==> src/rtl/eeg_oram_rd_ctrl.sv <==
// Read controller for one ORAM bank.
// A job is a base address and a word count. The controller issues
// (base + index) read requests under credit control, then collects the
// returned words in a small FIFO and streams them downstream. DONE pulses
// for one cycle after the word tagged last is accepted downstream.
// Ports:
//   clk, rst                          : clock and synchronous active-high reset
//   CFG_VLD/CFG_RDY, CFG_BASE, CFG_LEN: job command
//   ORAM_ADD_*                        : read-address request channel
//   ORAM_DAT_*                        : read-data return channel (fixed 1-cycle latency)
//   OUT_*                             : downstream stream
//   BUSY, DONE                        : job status
module eeg_oram_rd_ctrl #(
  parameter int unsigned ORAM_ADD_MW    = 8,
  parameter int unsigned ORAM_DAT_DW    = 8,
  parameter int unsigned OUT_FIFO_DEPTH = 4
) (
  input  logic                   clk,
  input  logic                   rst,
  input  logic                   CFG_VLD,
  output logic                   CFG_RDY,
  input  logic [ORAM_ADD_MW-1:0] CFG_BASE,
  input  logic [ORAM_ADD_MW:0]   CFG_LEN,
  output logic                   ORAM_ADD_VLD,
  output logic                   ORAM_ADD_LST,
  input  logic                   ORAM_ADD_RDY,
  output logic [ORAM_ADD_MW-1:0] ORAM_ADD_ADD,
  input  logic                   ORAM_DAT_VLD,
  input  logic                   ORAM_DAT_LST,
  output logic                   ORAM_DAT_RDY,
  input  logic [ORAM_DAT_DW-1:0] ORAM_DAT_DAT,
  output logic                   OUT_VLD,
  output logic                   OUT_LST,
  input  logic                   OUT_RDY,
  output logic [ORAM_DAT_DW-1:0] OUT_DAT,
  output logic                   BUSY,
  output logic                   DONE
);

  localparam int unsigned LW = ORAM_ADD_MW + 1;
  localparam int unsigned PW = $clog2(OUT_FIFO_DEPTH);
  localparam int unsigned CW = PW + 1;

  typedef enum logic [1:0] {IDLE, ISSUE, DRAIN} state_t;

  state_t                 state;
  logic [ORAM_ADD_MW-1:0] base;
  logic [LW-1:0]          len;
  logic [LW-1:0]          idx;
  logic                   inflight;
  logic                   done_q;
  logic [PW-1:0]          wr_ptr;
  logic [PW-1:0]          rd_ptr;
  logic [CW-1:0]          count;
  logic [ORAM_DAT_DW:0]   mem [OUT_FIFO_DEPTH];

  logic                   credit;
  logic                   add_vld;
  logic                   add_hs;
  logic                   last_idx;
  logic [ORAM_ADD_MW-1:0] add_addr;
  logic                   push;
  logic                   pop;
  logic                   out_vld;
  logic [ORAM_DAT_DW:0]   head;

  // The word requested last cycle is not yet in count, so it holds a credit.
  assign credit   = (count + CW'(inflight)) < CW'(OUT_FIFO_DEPTH);
  assign add_vld  = (state == ISSUE) && credit;
  assign add_hs   = add_vld && ORAM_ADD_RDY;
  assign last_idx = (idx == (len - LW'(1)));
  assign add_addr = base + idx[ORAM_ADD_MW-1:0];
  assign push     = ORAM_DAT_VLD && inflight;
  assign out_vld  = (count != '0);
  assign pop      = out_vld && OUT_RDY;
  assign head     = mem[rd_ptr];

  // Job FSM, issue index and FIFO bookkeeping.
  always_ff @(posedge clk) begin
    if (rst) begin
      state    <= IDLE;
      base     <= '0;
      len      <= '0;
      idx      <= '0;
      inflight <= 1'b0;
      done_q   <= 1'b0;
      wr_ptr   <= '0;
      rd_ptr   <= '0;
      count    <= '0;
    end else begin
      done_q   <= 1'b0;
      inflight <= add_hs;
      case (state)
        IDLE: begin
          if (CFG_VLD) begin
            base <= CFG_BASE;
            len  <= CFG_LEN;
            idx  <= '0;
            if (CFG_LEN == '0) done_q <= 1'b1;
            else               state  <= ISSUE;
          end
        end
        ISSUE: begin
          if (add_hs) begin
            idx <= idx + LW'(1);
            if (last_idx) state <= DRAIN;
          end
        end
        DRAIN: begin
          if (pop && head[ORAM_DAT_DW]) begin
            state  <= IDLE;
            done_q <= 1'b1;
          end
        end
        default: state <= IDLE;
      endcase
      if (push) wr_ptr <= wr_ptr + PW'(1);
      if (pop)  rd_ptr <= rd_ptr + PW'(1);
      case ({push, pop})
        2'b10:   count <= count + CW'(1);
        2'b01:   count <= count - CW'(1);
        default: count <= count;
      endcase
    end
  end

  // FIFO storage: {last flag, data}.
  always_ff @(posedge clk) begin
    if (push) mem[wr_ptr] <= {ORAM_DAT_LST, ORAM_DAT_DAT};
  end

  // Outputs are forced quiet while reset is held.
  assign CFG_RDY      = rst || (state == IDLE);
  assign ORAM_DAT_RDY = !rst;
  assign ORAM_ADD_VLD = !rst && add_vld;
  assign ORAM_ADD_LST = !rst && add_vld && last_idx;
  assign ORAM_ADD_ADD = rst ? '0 : add_addr;
  assign OUT_VLD      = !rst && out_vld;
  assign OUT_LST      = !rst && out_vld && head[ORAM_DAT_DW];
  assign OUT_DAT      = rst ? '0 : head[ORAM_DAT_DW-1:0];
  assign BUSY         = !rst && (state != IDLE);
  assign DONE         = !rst && done_q;

endmodule

==> config.mk <==
export PLATFORM = sky130hd
export DESIGN_NAME = eeg_oram_rd_ctrl
export DESIGN_NICKNAME = d
export VERILOG_FILES = /design/src/rtl/eeg_oram_rd_ctrl.sv
export SDC_FILE = /design/constraint.sdc
export NUM_CORES = 1
export LEC_CHECK = 0
export CORE_MARGIN = 2
export CORE_UTILIZATION = 49
export CTS_CLUSTER_DIAMETER = 100
export DETAILED_ROUTE_END_ITERATION = 10
export PLACE_DENSITY_LB_ADDON = 0.08
export SLEW_MARGIN = 10
export SYNTH_ARGS = -nofsm -noshare
export SYNTH_HDL_FRONTEND = slang
export SYNTH_SLANG_ARGS = --single-unit
==> constraint.sdc <==
create_clock -name clk -period 4.29 [get_ports clk]
set_input_delay 0.429 -clock clk [delete_from_list [all_inputs] [get_ports clk]]
set_output_delay 0.429 -clock clk [all_outputs]
set_load 0.01 [all_outputs]
-- After elaboration in Yosys (flattened, before gate mapping)
Memories as Yosys holds them, arrays and structs flattened. A register that Yosys moved wholly into a read port is not among the register bits.
Index checks and enable logic that the tools add are counted.
Widths: inputs -> output; s select.
- add/subtract/negate cells: 8
- $mul: 0
- divide/modulo/power cells: 0
- order comparisons: 1
- equal/unequal tests: 10
- shifts and indexed selects: 0
- multiplexer cells: 20
- bitwise logic cells: 0
- reduce and logical (&&, ||, !) cells: 22
- operators by type and width (cell ; number):
    $mux 9 ; 2
    $pmux 9 s2 ; 1
    $mux 8 ; 2
    $mux 2 ; 7
    $logic_and 1x1->1 ; 11
    $ne 2x2->1 const B ; 5
    $add 9x1->9 const B ; 1
    $eq 9x9->1 ; 1
    $logic_not 9->1 ; 1
    $sub 9x1->9 const B ; 1
    $add 8x8->8 ; 1
    $pmux 2 s3 ; 1
    $pmux 3 s2 ; 1
    $reduce_bool 2->1 ; 3
    $mux 1 ; 5
    $reduce_and 5->1 ; 1
    $add 2x1->2 const B ; 2
    $eq 2x1->1 const B ; 2
    $eq 2x2->1 const B ; 2
    $add 3x1->3 ; 1
    $add 3x1->3 const B ; 1
    $lt 3x3->1 const B ; 1
    $reduce_and 3->1 ; 1
    $reduce_bool 3->1 ; 1
    other kinds (6) ; 6
- register bits: 37
- latch bits: 0
- memory bits (writable): 36
- memory bits (read-only): 0
- bits of input ports: 32
- memories: 1
- memory list (memory ; words ; bits a word ; rd ports ; clocked after Yosys merged registers in ; wr ports ; line ; RTL):
    mem ; 4 ; 9 ; 1 ; 1 ; 1 ; 55 ; logic [ORAM_DAT_DW:0] mem [OUT_FIFO_DEPTH];

-- Longest topological paths before layout
- word-level depth: 6
- depth in mapped cells: 9
- gate-level depth less buffers: 8

-- Worst setup path before layout
OpenSTA, ideal clock, no wires.
- kind: register to output
- from: register idx[0]
- to: output ORAM_ADD_ADD[6]
- arrival: 1776 ps
- data required time: 3861 ps
- slack: 2085 ps
- cell stages (with the launch flop): 9
- path through: dfxtp_1 > ha_1 > fa_1 > a21o_1 > a21oi_1 > o21bai_1 > a21oi_1 > xor2_1 > nor2_1
- longest elaborated chain between the ends: 2
- RTL lines (what ; line ; RTL):
    start, declared ; 49 ; logic [LW-1:0] idx;
    start signal, assigned ; 105 ; idx <= idx + LW'(1);
    $add 8x8->8 ; 72 ; assign add_addr = base + idx[ORAM_ADD_MW-1:0];
    $mux 8 ; 137 ; assign ORAM_ADD_ADD = rst ? '0 : add_addr;
    end, declared ; 27 ; output logic [ORAM_ADD_MW-1:0] ORAM_ADD_ADD,
No other way between the ends.

-- Worst setup path in the final report
Same ends and word-level chain as after synthesis.

==> summary.md <==
| Metric | Value |
|---|---|
| Max-slew violation count | 0 |
| Ratio of cells with drive above 1 in the final layout | 7.43% |
| Fin cells | 503 |
| Area growth syn-to-layout | 23.2% |
| Top Ports | 56 |
| Combinational share of power | between 10% and 20% |
| TritonCTS clock tree | built |
| Switching fraction of total power | between 20% and 30% |
| Post-Place Cells | between 400 and 500 |
| Mean routed wirelength per cell | about 15 um |
| Cell row count | 31 |
| Clock network power share | just under 40% |
| Simple-gate share of the synthesized area | a little under a fifth |
| Worst min path class | reg -> reg |
| Final cycle utilization of the critical path | between 70% and 80% |
| Maxcap violations | 0 |
| ANT cells | 0 |
| Total Routed Length | about 7.5 mm |
| Post-synthesis mux area share | approximately 6% |
| Outcome | complete, no violations |
| Core area | between 7000 and 8000 um^2 |
| Worst Path Max Fanout | 5 |
| Fin nets | ~450 |
| Crit Path Category | reg -> out |
| Die ar. | roughly 8000 um^2 |
| Largest net degree at the start of global routing | 39 |
| Worst path cell trace | ha_1 -> fa_1 -> a21o_1 -> a21oi_1 -> o21bai_1 -> a21oi_1 -> xor2_1 -> nor2_1 -> clkdlybuf4s50_1 |
| Post-CTS Setup Repair Bufs | 0 |
| Root Driver | clkbuf_8 |
| Fmax | 0.312 GHz |
| Startpoint types | register |
| H-tree depth | 3 |
| Seq/Total Area, Yosys | between 50% and 60% |
| Most frequent cells in the layout | clkdlybuf4s50_1 (55), nand2_1 (48), dfxtp_1 (39) |
| Die Ht | 90.2 um |
| Largest family of logic cells by synthesized area | simple AND/OR/NAND/NOR gates |
| Drc violations | 0 |
| First-pass GRT wire length | around 13 mm |
| Pleak | about 1.6 nW |
| EDFF count, synth | 36 |
| Commonest non-fill, non-tap cell in the layout | clkdlybuf4s50_1 |
| Synth Warn # | 0 |
| Syn avg cell area | approximately 11 um^2 |
| Initial Util | 50.5% |
| Hpwl dp | 5.23 mm |
| Worst-case vdd ir drop | between 0.00015 and 0.0002 V |
| Area after DPL | between 4000 and 5000 um^2 |
| Crit-path slowest cell | clkdlybuf4s50_1 |
| # hold bufs at CTS | 0 |
| Clk buf depth | 2 |
| Antenna-violating nets left | 0 |
| Worst path most repeated cell | a21oi_1 |
| Vias in the first global route | roughly 2500 |
| Cell area after layout | 4490 um^2 |
| Clk_skew | 8.14 ps |
| Overall routing resource usage | ~20% |
| Setup Viol. Count Final | 0 |
| Least-Margin Pin Slew | 909 ps |
| Vias | 2649 |
| Yosys reg bits | 75 |
| Latest clock arrival within the worst-skew pair | 350 ps |
| Post-synth top flop | dfxtp_1 |
| Layout fillers | a little over 600 |
| XOR/XNOR share of the synthesized area | just over 7% |
| Period minus WS final | 3200 ps |
| Initial antenna violation count | 0 |
| Critical Path AT | 2780 ps |
| Num CTS Buffers | 9 |
| Adder-cell share of the synthesized area | between 5 and 6% |
| Switching power | about 0.00038 W |
| Clock Pin Slew Worst Setup and Hold Paths | around 80 ps |
| PortBufs | 55 |
| RSZ-0062 raised after global routing | false |
| Internal cell power | approximately 0.0012 W |
| GPL Wtd Cong | ~0.91 |
| Mapped cell area | between 3000 and 4000 um^2 |
| Reg area | between 1500 and 2000 um^2 |
| Yosys cell types | roughly 40 |
| Die Width | roughly 90 um |
| Pwr/cell area | about 350 nW/um^2 |
| Drt pass-1 iters | 5 |
| DRT iter0 DRCs | ~130 |
| Remaining Overflow, GRT | 0 |
| Syn Nets | just under 400 |
| WP data required | just under 4000 ps |
| Crit end category | output pin |
| Fraction of registers with async set/reset | 0% |
| Complex-gate fraction of the synthesized area | between 8 and 9% |
| Fin Setup TNS | 0 ps |
| Vias per cell | about 5.3 |
| CTS resizes | 0 |
| Rel. slew slack | between 30% and 40% |
| Sequential fraction of design power | between 40% and 50% |
| Synth Instances | 346 |
| Final Hold Fails | 0 |
| Multi-input gate area | around 1700 um^2 |
| Max incr delay on CP | around 540 ps |
| Clock Sinks | 75 |
[cell usage after synthesis (3+ instances only)]
| master | n | share of area [%] |
|---|---|---|
| nor2_1 | 33 | 3.4 |
| xor2_1 | 12 | 2.9 |
| clkbuf_1 | 9 | 0.93 |
| o21bai_1 | 3 | 0.62 |
| dfxtp_1 | 39 | 21 |
| nor2b_1 | 7 | 1.2 |
| edfxtp_1 | 36 | 30 |
| and2_1 | 11 | 1.9 |
| inv_1 | 13 | 1.3 |
| nand2_1 | 48 | 4.9 |
| or3_1 | 3 | 0.52 |
| nor3_1 | 9 | 1.2 |
| xnor2_1 | 18 | 4.3 |
| nand3_1 | 9 | 1.2 |
| mux4_2 | 9 | 5.6 |
| nand4_1 | 4 | 0.69 |
| ha_1 | 14 | 4.8 |
| a31oi_1 | 3 | 0.52 |
| o21ai_0 | 7 | 0.96 |
| and3_1 | 5 | 0.86 |
| o21ai_1 | 3 | 0.41 |
| a21oi_1 | 27 | 3.7 |
[sequential cells by signal, indices dropped and copies added, names as in the netlist, named ones only]
signal    flops
mem          36
idx           9
len           9
base          8
count         3
rd_ptr        2
state         2
wr_ptr        2
done_q        1
inflight      1
[layout make-up]
type | instances | area share, %
Tap cell | 99 | 2.76
Clock buffer | 10 | 2.84
Inverter | 13 | 1.09
Multi-Input combinational cell | 244 | 37.2
Sequential cell | 75 | 41.5
Clock inverter | 6 | 2.15
Timing Repair Buffer | 56 | 12.4
[power by group through the flow]
stage           logic, W  clock network (W)  registers, W
2_1_floorplan  0.0000963                  0      0.000787
3_3_place_gp    0.000160                  0      0.000791
3_5_place_dp    0.000161                  0      0.000792
4_1_cts         0.000162           0.000630      0.000776
5_1_grt         0.000178           0.000658      0.000778
6_report        0.000161           0.000618      0.000775
[final timing paths]
kind	start	endpoint	slack (ps)	cells past startpoint
max	idx[0]	ORAM_ADD_ADD[6]	1090	9
max reg2reg	state[1]	idx[5]	2060	6
min	base[0]	base[0]	460	2
min reg2reg	base[0]	base[0]	460	2
[kinds of logic (layout without fill, tap and decap cells)]
family                   count (synthesis)  in the layout
buffers and inverters                   27             85
multiplexers                            10             10
AO/OA/AOI/OAI                           50             50
XOR/XNOR                                30             30
AND/OR/NAND/NOR                        138            138
adder cells (fa/ha/maj)                 16             16
flip-flops                              75             75
[stage by stage]
stage	utilization (%)	hold WS [ps]	power [W]	worst slack, ps
after floorplan	-	441	0.000883	2080
after global placement	59.1	454	0.000951	1530
after detailed placement	59.1	456	0.000953	1460
after CTS	62.2	467	0.00157	1060
after global routing	62.2	477	0.00161	866
final	62.2	463	0.00155	1090
[per-layer routing]
metal  up-vias  part of all wire, %  track usage, %
met5         -                    0               0
met3        10                  5.7            3.35
met2        73                   43            29.8
met4         0                  2.0            10.8
li1       1322                    -               -
met1      1244                   49            27.3
[worst max-delay path: cells and delay by family, from the launching register on]
kind	cells	cell delay [ps]
DFF	1	380
xor gates and xnor gates	1	90
buffers and inverters	1	540
and+or+nand+nor	1	80
adders and majority gates	2	640
AOI/OAI and AO/OA	4	690
Note: power is estimated with default switching activity, not from simulation.
==> edit 1: new RTL, config.mk and constraints unchanged <==
The 3 states of `state_t` get a one-hot encoding in 3 bits.
--- a/src/rtl/eeg_oram_rd_ctrl.sv
+++ b/src/rtl/eeg_oram_rd_ctrl.sv
@@ -41,7 +41,7 @@
   localparam int unsigned PW = $clog2(OUT_FIFO_DEPTH);
   localparam int unsigned CW = PW + 1;
 
-  typedef enum logic [1:0] {IDLE, ISSUE, DRAIN} state_t;
+  typedef enum logic [2:0] {IDLE = 3'b001, ISSUE = 3'b010, DRAIN = 3'b100} state_t;
 
   state_t                 state;
   logic [ORAM_ADD_MW-1:0] base;
Formal check against the unedited RTL: same outputs for any inputs over 4 cycles, from zero or initial values and one cycle with rst high; so few cycles prove little.
==> edit 1 against the original RTL <==
Via count fell by 0.64%. Clock power fell by 11%. Power fell by 3.3%. Sequential cell count rose by 1. Design area barely moved. Area after synthesis rose by 0.48%. Final cell count rose by 0.60%. Routed wire length rose by 0.79%. Setup slack got worse by 0.24 ns. Combinational power rose by 4%. Critical path type unchanged. Critical endpoint is now ORAM_ADD_LST.
==> edit 1: results (changes against the original RTL) <==
Setup slack of the worst register-to-register path = 2.08 ns (+0.02 ns)
Number of detailed-routing iterations run before antenna repair = 4 (-1)
First-pass GRT wire length = 12900 um (+2.9%)
Largest cells by area after synthesis = sky130_fd_sc_hd__edfxtp_1, sky130_fd_sc_hd__dfxtp_1, sky130_fd_sc_hd__mux4_2
Drt via density = 5.20 (-1.2%)
Arrival @ worst endpoint = 3.02 ns (+0.24 ns)
Leakage dissipation = 1.61 nW (-0.18%)
Xor-xnor portion of the synthesized cell area = 0.0694 (-0.00274)
Adder-cell share of the synthesized area = 0.0588 (-0.000283)
Net count after synthesis = 397 (+0.76%)
Drt initial violations = 153 (+17%)
Outcome = finished, final reports clean
Placer congestion estimate = 0.966 (+6.0%)
Timing startpoint of the critical path = len[0]
Layout cell share with drive strength beyond 1 = 0.0811 (+0.00682)
Largest net degree at the start of global routing = 22 (-44%)
Sequential fraction of the synthesis area = 0.514 (+0.00302)
Number of unique standard cell types used by synthesis = 42 (+2.4%)
Post-synthesis mux area share = 0.0554 (-0.00301)
Post-detailed-route wirelength per cell = 15.0 um (+0.19%)
NumNets Final = 450 (+0.67%)
Compound-gate portion of the synthesized area = 0.0926 (+0.00917)
Top cells by count, synth = sky130_fd_sc_hd__nand2_1, sky130_fd_sc_hd__dfxtp_1, sky130_fd_sc_hd__edfxtp_1, sky130_fd_sc_hd__a21oi_1, sky130_fd_sc_hd__nor2_1
Detailed placement HPWL = 5440 um (+4.0%)
Clock skew after layout = 0.00733 ns (-0.000815 ns)
Via count of the first global-routing pass = 2633 (+3.9%)
Peak fanout along the critical path = 7 (+2)
GRT Total Usage = 0.200 (+0.00224)
Worst Hold Margin = 0.466 ns (+0.00227 ns)
## edit 1: cell types whose count changed in the layout (fill, tap and decap cells not counted), sizes merged, moves of 3 or more
cell / unedited run / this run
nand4: 4 / 7
nor3: 9 / 5
nor2: 33 / 25
a21oi: 27 / 30
nand2: 48 / 51
clkinv: 0 / 3
## edit 1: stage by stage
| stage | power, W | cell area (um2) | cells | setup slack, ns |
|---|---|---|---|---|
| after floorplan | 0.000895 | 3660 | 349 | 1.93 |
| after global placement | 0.000965 | 4290 | 490 | 1.33 |
| after detailed placement | 0.000967 | 4290 | 490 | 1.29 |
| after CTS | 0.00151 | 4490 | 506 | 0.892 |
| after global routing | 0.00157 | 4490 | 506 | 0.693 |
| final | 0.00150 | 4490 | 506 | 0.844 |
## edit 1: final timing paths
check | end | cells past startpoint
setup reg to reg | state[1] | 5
setup / recovery | ORAM_ADD_LST | 6
hold reg to reg | base[0] | 2
hold / removal | base[0] | 2
## edit 1: cell families (layout without fill, tap and decap cells)
| family | count (synthesis) | count (layout) |
|---|---|---|
| compound gates | 56 | 56 |
| xor+xnor | 29 | 29 |
| fa+ha+maj | 16 | 16 |
| buf+inv | 31 | 89 |
| flops | 76 | 76 |
| mux | 9 | 9 |
| simple gates | 132 | 132 |
## edit 1: area by class of cell
| class | instances | area, um2 |
|---|---|---|
| fill | 617 | 2760 |
| clock buffer | 9 | 124 |
| inverter | 16 | 60.1 |
| tap | 99 | 124 |
| timing repair buffer | 57 | 566 |
| multi-input combinational | 242 | 1660 |
| clock inverter | 7 | 73.8 |
| sequential | 76 | 1880 |
## edit 1: power breakdown
| part | switching (W) | internal (W) |
|---|---|---|
| Sequential | 0.0000149 | 0.000771 |
| Combinational | 0.0000850 | 0.0000815 |
| Clock | 0.000279 | 0.000272 |
| Total | 0.000379 | 0.00112 |
## edit 1: layer usage
layer	up-vias	routed length, um	track usage
li1	1331	-	-
met1	1231	3720	0.286
met2	61	3430	0.311
met3	9	297	0.0317
met4	0	116	0.0692
met5	-	0	0
## edit 1: critical path, stage by stage (launching register included)
cell	delay [ns]
sky130_fd_sc_hd__dfxtp_1	0.35
sky130_fd_sc_hd__nor3_1	0.64
sky130_fd_sc_hd__a31oi_1	0.20
sky130_fd_sc_hd__o31ai_1	0.36
sky130_fd_sc_hd__nand4_1	0.25
sky130_fd_sc_hd__nor3_1	0.28
sky130_fd_sc_hd__clkdlybuf4s50_1	0.59
==> edit 2: new RTL, same flow settings <==
Made on the original files. Change the parameter `ORAM_DAT_DW` from 8 to 7.
--- a/src/rtl/eeg_oram_rd_ctrl.sv
+++ b/src/rtl/eeg_oram_rd_ctrl.sv
@@ -12,7 +12,7 @@
 //   BUSY, DONE                        : job status
 module eeg_oram_rd_ctrl #(
   parameter int unsigned ORAM_ADD_MW    = 8,
-  parameter int unsigned ORAM_DAT_DW    = 8,
+  parameter int unsigned ORAM_DAT_DW    = 7,
   parameter int unsigned OUT_FIFO_DEPTH = 4
 ) (
   input  logic                   clk,
Interface: changed (resized ORAM_DAT_DAT and OUT_DAT); port bits go from 56 to 54. The function was not compared with the original's and may differ.
==> edit 2 against the original RTL <==
Setup slack worse by 0.16 ns. Area after synthesis fell by 3.1%. Sequential cell count decreased by 4. Design area shrank 3.5%. Power shrank 5.9%. Count of clock-buffer cells in the layout down 1. Clock skew fell by 0.0023 ns. Routed wire length down 5.9%.
==> edit 2: results (changes against the original RTL) <==
First-pass GRT wire length = 11500 um (-8.7%)
Largest cells by area after synthesis = sky130_fd_sc_hd__edfxtp_1, sky130_fd_sc_hd__dfxtp_1, sky130_fd_sc_hd__xnor2_1
Endpoint of the most critical register-to-register path = count[2]
Worst slack after detailed placement = 1.29 ns (-0.168 ns)
Number of placed instances with taps included = 472 (-3.1%)
Multi-input combinational cell count = 238 (-2.5%)
Via count of the first global-routing pass = 2401 (-5.2%)
Sequential share of cell area = 0.402 (-0.0125)
Routing usage on met3 = 0.0373 (+0.00378)
Setup slack of the worst register-to-register path = 2.00 ns (-0.06 ns)
Clock-cell share = 0.0454 (-0.00453)
Worst Hold Margin = 0.467 ns (+0.00396 ns)
Flip-flop count of the largest register after layout = 32 (-11%)
Net count after synthesis = 385 (-2.3%)
Period Utilization, post-route = 0.784 (+0.0372)
Reg2Reg Depth = 8 (+2)
Arrival @ worst endpoint = 2.94 ns (+0.16 ns)
Timing startpoint of the critical path = len[0]
Number of buffer cells added on primary ports = 53 (-3.6%)
Post-detailed-route wirelength per cell = 14.5 um (-3.0%)
Clock skew after layout = 0.00581 ns (-0.00233 ns)
Std-Cell Rows = 30 (-3.2%)
NumNets Final = 434 (-2.9%)
Drt total wl = 7060 um (-5.9%)
Fraction of area in multi-input gates = 0.389 (+0.0166)
Global-route track usage on met2 = 0.292 (-0.00522)
Non-clock buffer area fraction after layout = 0.124 (about the same)
Tightest slew margin relative to the limit = 0.261 (-0.130)
Worst IR drop on VDD = 0.000154 V (-10%)
Sequential fraction of the synthesis area = 0.493 (-0.0177)
Startpoint of the worst hold path = base[5]
Non-Clock Buffer Count = 54 (-3.6%)
Routed length on met2 = 3200 um (-1.4%)
Global-route track usage on met1 = 0.268 (-0.00525)
Crit path max-delay family = simple AND/OR/NAND/NOR gates
Layout cell share with drive strength beyond 1 = 0.0842 (+0.00993)
Count of flip-flops and latches = 71 (-5.3%)
Outcome = finished, final reports clean
Routed metal-1 wirelength = 3420 um (-7.0%)
Reg-to-Reg Start = count[0]
Drt via density = 5.29 (+0.51%)
-- edit 2: changes by cell type in the layout (fill, tap and decap cells not counted), sizes merged, moves of 3 or more --
cell / before / now
nand2: 48 / 43
clkinv: 0 / 4
xor2: 12 / 7
edfxtp: 36 / 32
a21oi: 27 / 32
o211ai: 0 / 3
o21ai: 10 / 4
nor3b: 1 / 5
and2: 11 / 8
nor3: 9 / 6
xnor2: 18 / 22
nor2: 33 / 23
-- edit 2: logic make-up (layout without fill, tap and decap cells) --
group           Yosys count  count (layout)  share of synthesized area
compound gates           56              56                     0.0978
fa+ha+maj                16              16                     0.0610
xor+xnor                 29              29                     0.0720
flops                    71              71                      0.493
simple gates            126             126                      0.184
buf+inv                  29              83                     0.0312
mux                      11              11                     0.0603
-- edit 2: power by group --
group          internal (W)  switching [W]  leakage [nW]
sequential         0.000723      0.0000239         0.605
clock              0.000269       0.000252        0.0972
combinational      0.000105      0.0000893         0.838
total               0.00110       0.000365          1.54
